==> config.mk <==
export PLATFORM = sky130hd
export DESIGN_NAME = byte_word_packer
export DESIGN_NICKNAME = d
export VERILOG_FILES = /design/src/rtl/byte_word_packer.sv
export SDC_FILE = /design/constraint.sdc
export NUM_CORES = 1
export LEC_CHECK = 0
export CELL_PAD_IN_SITES_DETAIL_PLACEMENT = 1
export CELL_PAD_IN_SITES_GLOBAL_PLACEMENT = 1
export CORE_ASPECT_RATIO = 2
export CORE_MARGIN = 1.5
export CORE_UTILIZATION = 37
export CTS_BUF_LIST = sky130_fd_sc_hd__clkbuf_4 sky130_fd_sc_hd__clkbuf_8 sky130_fd_sc_hd__clkbuf_16
export DETAILED_ROUTE_END_ITERATION = 12
export PLACE_DENSITY_LB_ADDON = 0.05
export SLEW_MARGIN = 20
export SYNTH_ARGS = -nofsm -noshare
export SYNTH_HDL_FRONTEND = slang
export SYNTH_SLANG_ARGS = --single-unit
==> constraint.sdc <==
create_clock -name clk -period 2.26 [get_ports clk]
set_input_delay 0.452 -clock clk [delete_from_list [all_inputs] [get_ports clk]]
set_output_delay 0.452 -clock clk [all_outputs]
set_load 0.02 [all_outputs]
==> src/rtl/byte_word_packer.sv <==
// byte_word_packer: packs a stream of bytes into full-width words. It has one
// accumulator and one output holding register, so the input side and the
// output side advance independently. A flush request emits a partial word.
//
// Ports:
//   clk, rst     clock and asynchronous active-high reset
//   in_data      input byte
//   in_valid     in_data is valid
//   in_ready     a byte is accepted this cycle when in_valid & in_ready
//                (combinational)
//   flush        request to emit the current partial word (a pulse is enough)
//   out_data     packed word
//   out_valid    out_data, out_partial and out_count are valid
//   out_ready    the consumer takes the word this cycle
//   out_partial  the word was emitted by a flush and holds fewer than
//                bytes_per_word bytes
//   out_count    number of bytes in the word
module byte_word_packer #(
    parameter  int unsigned byte_width     = 8,
    parameter  int unsigned bytes_per_word = 4,
    parameter  int unsigned MSB_FIRST      = 0,
    localparam int unsigned WW             = byte_width * bytes_per_word,
    localparam int unsigned CW             = $clog2(bytes_per_word + 1)
) (
    input  logic                  clk,
    input  logic                  rst,
    input  logic [byte_width-1:0] in_data,
    input  logic                  in_valid,
    output logic                  in_ready,
    input  logic                  flush,
    output logic [WW-1:0]         out_data,
    output logic                  out_valid,
    input  logic                  out_ready,
    output logic                  out_partial,
    output logic [CW-1:0]         out_count
);

    localparam logic [CW-1:0] LAST_CNT = CW'(bytes_per_word - 1);
    localparam logic [CW-1:0] FULL_CNT = CW'(bytes_per_word);

    logic [WW-1:0] accumulator;
    logic [WW-1:0] acc_next;
    logic [CW-1:0] byte_cnt;
    logic [CW-1:0] cnt_next;
    logic          flush_pend;
    logic          flush_req;
    logic          out_free;
    logic          accept;
    logic          word_full;
    logic          flush_serve;
    logic          flush_drop;

    // Handshake, next accumulator contents and word-emission decisions
    always_comb begin
        out_free  = !out_valid || out_ready;
        in_ready  = (byte_cnt != LAST_CNT) || out_free;
        accept    = in_valid && in_ready;
        word_full = accept && (byte_cnt == LAST_CNT);
        cnt_next  = byte_cnt + CW'(accept);
        flush_req = flush_pend || flush;

        // Byte k goes to slot k, or to the mirrored slot when MSB_FIRST is set
        acc_next = accumulator;
        for (int unsigned k = 0; k < bytes_per_word; k++) begin
            if (accept && (byte_cnt == CW'(k))) begin
                if (MSB_FIRST != 0) begin
                    acc_next[(bytes_per_word - 1 - k) * byte_width +: byte_width] = in_data;
                end else begin
                    acc_next[k * byte_width +: byte_width] = in_data;
                end
            end
        end

        // A completed word takes priority over a flush, so no empty word follows it
        flush_serve = flush_req && out_free && (cnt_next != '0) && !word_full;
        // Nothing is held, so a flush request is simply dropped
        flush_drop  = flush_req && (cnt_next == '0);
    end

    // Accumulator, byte counter, sticky flush and output holding register
    always_ff @(posedge clk or posedge rst) begin
        if (rst) begin
            accumulator <= '0;
            byte_cnt    <= '0;
            flush_pend  <= 1'b0;
            out_data    <= '0;
            out_valid   <= 1'b0;
            out_partial <= 1'b0;
            out_count   <= '0;
        end else begin
            if (word_full || flush_serve || flush_drop) begin
                flush_pend <= 1'b0;
            end else if (flush) begin
                flush_pend <= 1'b1;
            end

            if (word_full || flush_serve) begin
                out_data    <= acc_next;
                out_valid   <= 1'b1;
                out_partial <= !word_full;
                out_count   <= word_full ? FULL_CNT : cnt_next;
                accumulator <= '0;
                byte_cnt    <= '0;
            end else begin
                accumulator <= acc_next;
                byte_cnt    <= cnt_next;
                if (out_ready) begin
                    out_valid <= 1'b0;
                end
            end
        end
    end

endmodule

After elaboration in Yosys (flattened, before gate mapping):

Index checks and enable logic that the tools add are counted.
W data, S select, Z words.

* bits in registers: 73
* input bits: 13
* output and inout port bits: 38
* logic and storage cells: 44

* add/subtract/negate cells: 1
* eq/ne operators: 4
* muxes and demuxes: 11
* reduce and logical (&&, ||, !) cells: 21

Operators by type and width (number)
* $mux W32: 1
* $mux W8: 4
* $logic_and A1 B1 Y1: 9
* $eq A3 B2 Y1 const B: 2
* $logic_not A3 Y1: 2
* $mux W3: 2
* $logic_or A1 B1 Y1: 5
* $mux W1: 4
* $reduce_bool A2 Y1: 2
* $add A3 B1 Y3: 1
* $eq A3 B1 Y1 const B: 1
* $ne A3 B2 Y1 const B: 1
* $reduce_bool A3 Y1: 1
* $logic_not A1 Y1: 2

Longest topological paths before layout:

Gate-level depths: netlist of the first run.

* depth in word-level cells: 11
* depth in mapped cells: 12
* depth with buffers taken out: 9

Worst setup path before layout of the first run:

Ideal clock, no wire load.

* kind: input-to-reg
* start point: input port out_ready
* end point: register out_data[24]
* data arrival time: 2.529 ns
* data required time: 2.139 ns
* path slack: -0.390 ns
* stages: 11
* path buffers: 2
* path through: nand2b_1 or3_1 and2_1 ha_1 ha_1 nor2_1 a211oi_2 buf_6 buf_8 mux2i_1 o21ai_2

* word-level cells in the longest chain between the ends: 8
* elaborated cells between the ends (all ways): 12
* classes of those cells: add/sub (1); mux (1); reduce/logical (10)

Ends and longest elaborated chain
* from (decl): line 33 `input logic out_ready,`
* $logic_or A1 B1 Y1 (*): line 55 `out_free = !out_valid || out_ready;`
* $logic_or A1 B1 Y1 (*): line 56 `in_ready = (byte_cnt != LAST_CNT) || out_free;`
* net in_ready: line 29 `output logic in_ready,`
* $logic_and A1 B1 Y1 (*): line 57 `accept = in_valid && in_ready;`
* $add A3 B1 Y3: line 59 `cnt_next = byte_cnt + CW'(accept);`
* $reduce_bool A3 Y1: line 75 `flush_serve = flush_req && out_free && (cnt_next != '0) && !word_full;`
* $logic_and A1 B1 Y1 (2 in series): line 75
* $logic_or A1 B1 Y1: line 97 `if (word_full || flush_serve) begin`
* to (signal assigned): line 98 `out_data <= acc_next;`
* to (decl): line 31 `output logic [WW-1:0] out_data,`

The timed path passes the listed nets; every way through them passes the cells marked *.
A chain may end at the register's enable or synchronous reset.

Worst setup path after layout of the first run:

* start point: register byte_cnt[0]
* end point: register out_data[27]

* word-level cells in the longest chain between the ends: 8
* elaborated cells between the ends (all ways): 12
* classes of those cells: add/sub (1); eq/ne (2); mux (1); reduce/logical (8)

Ends and longest elaborated chain
* from (decl): line 43 `logic [CW-1:0] byte_cnt;`
* from (signal assigned): line 106 `byte_cnt <= cnt_next;`
* $ne A3 B2 Y1: line 56
* $logic_or A1 B1 Y1: line 56
* $logic_and A1 B1 Y1: line 57
* $add A3 B1 Y3: line 59
* $reduce_bool A3 Y1: line 75
* $logic_and A1 B1 Y1 (2 in series): line 75
* $logic_or A1 B1 Y1: line 97

Parallel ways exist; a longest one is shown, timed or not.

==> run metrics, run 1 <==
status=finished with violations; failing checks=negative setup slack; fmax=0.405 GHz; post-synthesis area per instance=11.7 um^2; Max VDD drop=0.895 mV; Period minus WS final=2470 ps; total congestion overflow=0; maxcap violations=0; FF/Latch Area=1830 um^2; worst skew pair latency=330 ps; hold crit path type=input port to async pin; fin crit share=1.09; LEAKAGE=2.00 nW; vias per cell=5.15; Initial Utilization=0.379; first-pass GRT wire length=13.8 mm; placer congestion estimate=0.710; Synth Cell Area=2970 um^2; Final Hold Fails=0; critical path peak fanout=8; Layout Skew=7.37 ps; RSZ-0062 raised after global routing=yes; final WL=9.08 mm; Max H-tree Level=3; n_diodes=0; Multi-input gate area=1430 um^2; power per cell area=1670 nW/um^2; clock buffer depth=2; CTS tree=done; Final nets=359; TritonCTS Buffers=9; via count=2292; Hold WS=480 ps; Data required, critical path=2460 ps; synthesis-to-finish area growth=61.6%; remaining antenna violation count=0; CP Class=flop to flop; CTS sink count=73; drt drc=0; Syn Inst Count=253; syn nets=268; Post-synth EDFFs=0; Iter 0 DRT Violations=81; # setup viols final=71; Worst-path clk slew=60 ps; critical path arrival=2670 ps; fillers=781; die footprint=8610 um^2; input/output buffers=50; Synth Flop Type=dfrtp_1; post-layout util=0.613; total track usage=0.223; Die Wd=66.4 um; mean routed wirelength per cell=20.4 um; Async S/R FF share, synth=1.00; Worst Max-Slew Pin Slew=501 ps; vias in the first global route=2528; final setup margin=-208 ps; share of layout cells above drive strength 1=0.421; row count=46; Worst Setup End Kind=flop; flops & latches, synth=73; core footprint=7830 um^2; synth warn=0; pin count of the biggest net entering global routing=32; Synth cell types=27; Die Span Y=130 um; top-level port count=51; Startpoint Class=flop; max-slew violation count=0; DR pass1 iterations=4; DP HPWL=5.18 mm; post-synthesis sequential area ratio=0.615; initial antenna violation count=0; relative slew slack=0.656; clock tree root driver cell=clkbuf_16
## routing by layer
layer,vias to the layer above,wire length (um),global-route usage,part of all wire
met3,15,242,0.0397,0.027
li1,1041,-,-,-
met2,47,5050,0.399,0.56
met4,0,216,0.0816,0.024
met1,1189,3570,0.261,0.39
met5,-,0,0,0
## logic make-up after synthesis
| family | Yosys count | share of synthesized area |
|---|---|---|
| compound gates | 34 | 0.0645 |
| xor+xnor | 1 | 0.00548 |
| fa+ha+maj | 2 | 0.00842 |
| buf+inv | 18 | 0.0413 |
| flops | 73 | 0.615 |
| mux | 34 | 0.115 |
| simple gates | 91 | 0.151 |
## worst paths after layout
path	from	to	slack, ps	cells past startpoint
worst max-delay path	byte_cnt[0]	out_data[27]	-210	11
worst min-delay path	rst	out_data[16]	480	2
worst max register to register	byte_cnt[0]	out_data[27]	-210	11
worst min register to register	accumulator[28]	accumulator[28]	510	1
max in group asynchronous	rst	accumulator[24]	1290	3
min in group clk	out_ready	flush_pend	500	3
## layout make-up
class / count / share of cell area
Clock buffer: 14 / 0.0586
Clock inverter: 2 / 0.00730
Inverter: 1 / 0.00156
Multi-Input combinational cell: 162 / 0.297
Sequential cell: 73 / 0.381
Tap cell: 96 / 0.0250
Timing Repair Buffer: 97 / 0.230
## where the power goes
part | internal, mW | switching (mW) | leakage, nW | total, mW
Combinational | 2.24 | 2.23 | 0.905 | 4.47
Clock | 0.968 | 0.517 | 0.160 | 1.49
Sequential | 1.82 | 0.269 | 0.939 | 2.08
Total | 5.03 | 3.01 | 2.00 | 8.04
## through the flow
step	power, mW	cell area [um^2]	setup WS, ps	setup TNS [ps]	instances
finish	8.04	4800	-208	-10270	445
global route	8.45	4800	-325	-17350	445
CTS	7.49	4540	-212	-8200	442
detailed placement	5.05	3830	-791	-50820	409
global placement	4.94	3830	-719	-47630	409
floorplan	3.92	3090	-269	-10970	253
## critical path: stages, from the launching register on
cell and delay [ps]:
dfrtp_1 370, nand2_2 80, or3_4 370, and2_4 150, ha_4 160, ha_4 170
xnor2_4 130, a211oi_4 300, buf_6 170, buf_12 130, mux2i_1 220, o21ai_1 100
## flip-flops by register name (all words and copies together) (netlist names)
signal       cells
out_count        3
out_data        32
out_valid        1
accumulator     32
byte_cnt         3
out_partial      1
flush_pend       1
## synth_stat cells, types with 2 or more instances
library cell,n,area share
nor3b_1,2,0.0051
and2_1,11,0.023
buf_6,3,0.011
buf_2,10,0.017
ha_1,2,0.0084
a21oi_1,24,0.040
nand2_1,10,0.013
nor3_1,26,0.044
dfrtp_1,73,0.61
buf_4,2,0.0051
or3_1,2,0.0042
o21ai_2,3,0.0088
o21ai_0,5,0.0084
nor2_1,34,0.043
mux2i_1,34,0.11
## cells in the final DEF (no fill, tap or decap), drive strengths merged, types with 8 or more instances in the layout
cell type,instances
clkdlybuf4s50,48
o21ai,8
a21oi,24
dfrtp,73
nand2,10
nor2,34
and2,11
buf,46
nor3,27
clkbuf,15
mux2i,34
## repair_timing
item	CTS	global route
endpoints found under the hold margin	0	0
gates cloned	6	1
hold buffers	0	0
gates resized for setup	37	71
pin swaps	10	18
setup buffers	11	5
setup endpoints to repair	72	72
Note: power is estimated with default switching activity, not from simulation.
==> run 2: changes to the inputs <==
--- a/config.mk
+++ b/config.mk
@@ -7,7 +7,6 @@
 export LEC_CHECK = 0
 export CELL_PAD_IN_SITES_DETAIL_PLACEMENT = 1
 export CELL_PAD_IN_SITES_GLOBAL_PLACEMENT = 1
-export CORE_ASPECT_RATIO = 2
 export CORE_MARGIN = 1.5
 export CORE_UTILIZATION = 37
 export CTS_BUF_LIST = sky130_fd_sc_hd__clkbuf_4 sky130_fd_sc_hd__clkbuf_8 sky130_fd_sc_hd__clkbuf_16
==> run metrics, run 2 (synthesis gave the netlist of run 1 again) <==
maxcap violations=0; placer congestion estimate=0.737; fillers=808; remaining antenna violation count=0; Period minus WS final=2460 ps; DP HPWL=4.95 mm; DR pass1 iterations=4; total track usage=0.224; Layout Skew=5.65 ps; Die Span Y=92.6 um; die footprint=8570 um^2; fin crit share=1.09; power per cell area=1600 nW/um^2; post-layout util=0.580; R2R Path End=accumulator[16]; Top Registers=accumulator (32), out_data (32); Iter 0 DRT Violations=66; Startpoint Class=flop; row count=32; hold crit path type=input port to flop; CTS sink count=73; reg2reg setup slack=-200 ps; Final nets=351; clock buffer depth=2; most frequent cells in the layout=dfrtp_1, clkdlybuf4s50_1, mux2i_1; share of layout cells above drive strength 1=0.336; Die Wd=92.6 um; drt drc=0; Max VDD drop=0.784 mV; # setup viols final=71; Hold Crit Start=out_ready; relative slew slack=0.663; CTS tree=done; TritonCTS Buffers=9; final WL=8.58 mm; fmax=0.406 GHz; final setup margin=-205 ps; failing checks=negative setup slack; Worst Setup End Kind=flop; Post-Layout Inst Area=4510 um^2; vias per cell=5.02; FF/Latch Area=1830 um^2; most common cell after layout, fill and taps aside=dfrtp_1; critical path peak fanout=6; RSZ-0062 raised after global routing=yes; CP Class=flop to flop; hold buffers post-CTS=0; max-slew violation count=0; initial antenna violation count=0; Worst Max-Slew Pin Slew=504 ps; via count=2213; Final Hold Fails=0; top-level port count=51; synthesis-to-finish area growth=51.7%; LEAKAGE=1.89 nW; critical path arrival=2730 ps; TNS Setup=-9440 ps; Data required, critical path=2530 ps; input/output buffers=50; vias in the first global route=2549; worst skew pair latency=350 ps; FF-to-FF Start=out_valid; worst reg-to-reg path cell count=12; clock tree root driver cell=clkbuf_8; Multi-input gate area=1310 um^2; WHS Path Cells=3; Worst Hold Endpoint=flush_pend; pin count of the biggest net entering global routing=28; n_diodes=0; core footprint=7770 um^2; Max H-tree Level=3; status=finished with violations; pre-CTS setup slack=-829 ps; first-pass GRT wire length=14.1 mm; Hold WS=489 ps; DP Area=3840 um^2; Worst-path clk slew=80 ps; Initial Utilization=0.382; mean routed wirelength per cell=19.5 um; total congestion overflow=0
==> run 2: worst max-delay path, stage by stage, from the launching register on <==
cell and delay (ps):
dfrtp_1 400, nand2b_4 60, or3_4 360, and2_4 150, ha_4 150, ha_4 170, xnor2_4 180, a211oi_4 100
or2_4 290, buf_12 130, buf_12 130, buf_16 140, nor2_2 120
==> run 2: how the worst max path moves through the flow <==
stage                          from               to  slack [ps]  cells after the start
final                     out_valid  accumulator[16]        -200                     12
after global routing      out_valid  accumulator[16]        -290                     12
after CTS                 out_valid     out_data[29]        -200                     12
after detailed placement  out_ready  accumulator[28]        -830                     11
after global placement    out_ready  accumulator[26]        -830                     11
after floorplan           out_ready     out_data[24]        -270                     11
==> run 2: layout make-up <==
type | instances | area share
Tap cell | 102 | 0.0283
Sequential cell | 73 | 0.405
Clock inverter | 5 | 0.0236
Multi-Input combinational cell | 163 | 0.292
Timing Repair Buffer | 88 | 0.222
Inverter | 1 | 0.00167
Clock buffer | 9 | 0.0275
==> run 2: through the flow <==
step	std cells	total power, mW
2_1_floorplan	253	3.92
3_3_place_gp	414	4.98
3_5_place_dp	414	5.05
4_1_cts	440	7.07
5_1_grt	441	7.65
6_report	441	7.22
==> run 2: routing by layer <==
layer,share of wire,track usage,vias to the layer above
met2,0.52,0.376,34
met5,0,0,-
met1,0.45,0.292,1144
li1,-,-,1029
met4,0.0084,0.0628,0
met3,0.025,0.0452,6
==> run 2: what timing repair did <==
item	in CTS	in global routing
endpoints found under the setup margin	72	71
pin swaps	10	4
resized for setup	39	31
cloned	7	1
setup buffers	5	2
==> run 2: where the power goes <==
group / total (mW) / switching, mW / internal [mW]
Clock: 1.23 / 0.504 / 0.723
Combinational: 3.92 / 1.93 / 1.99
Sequential: 2.08 / 0.268 / 1.81
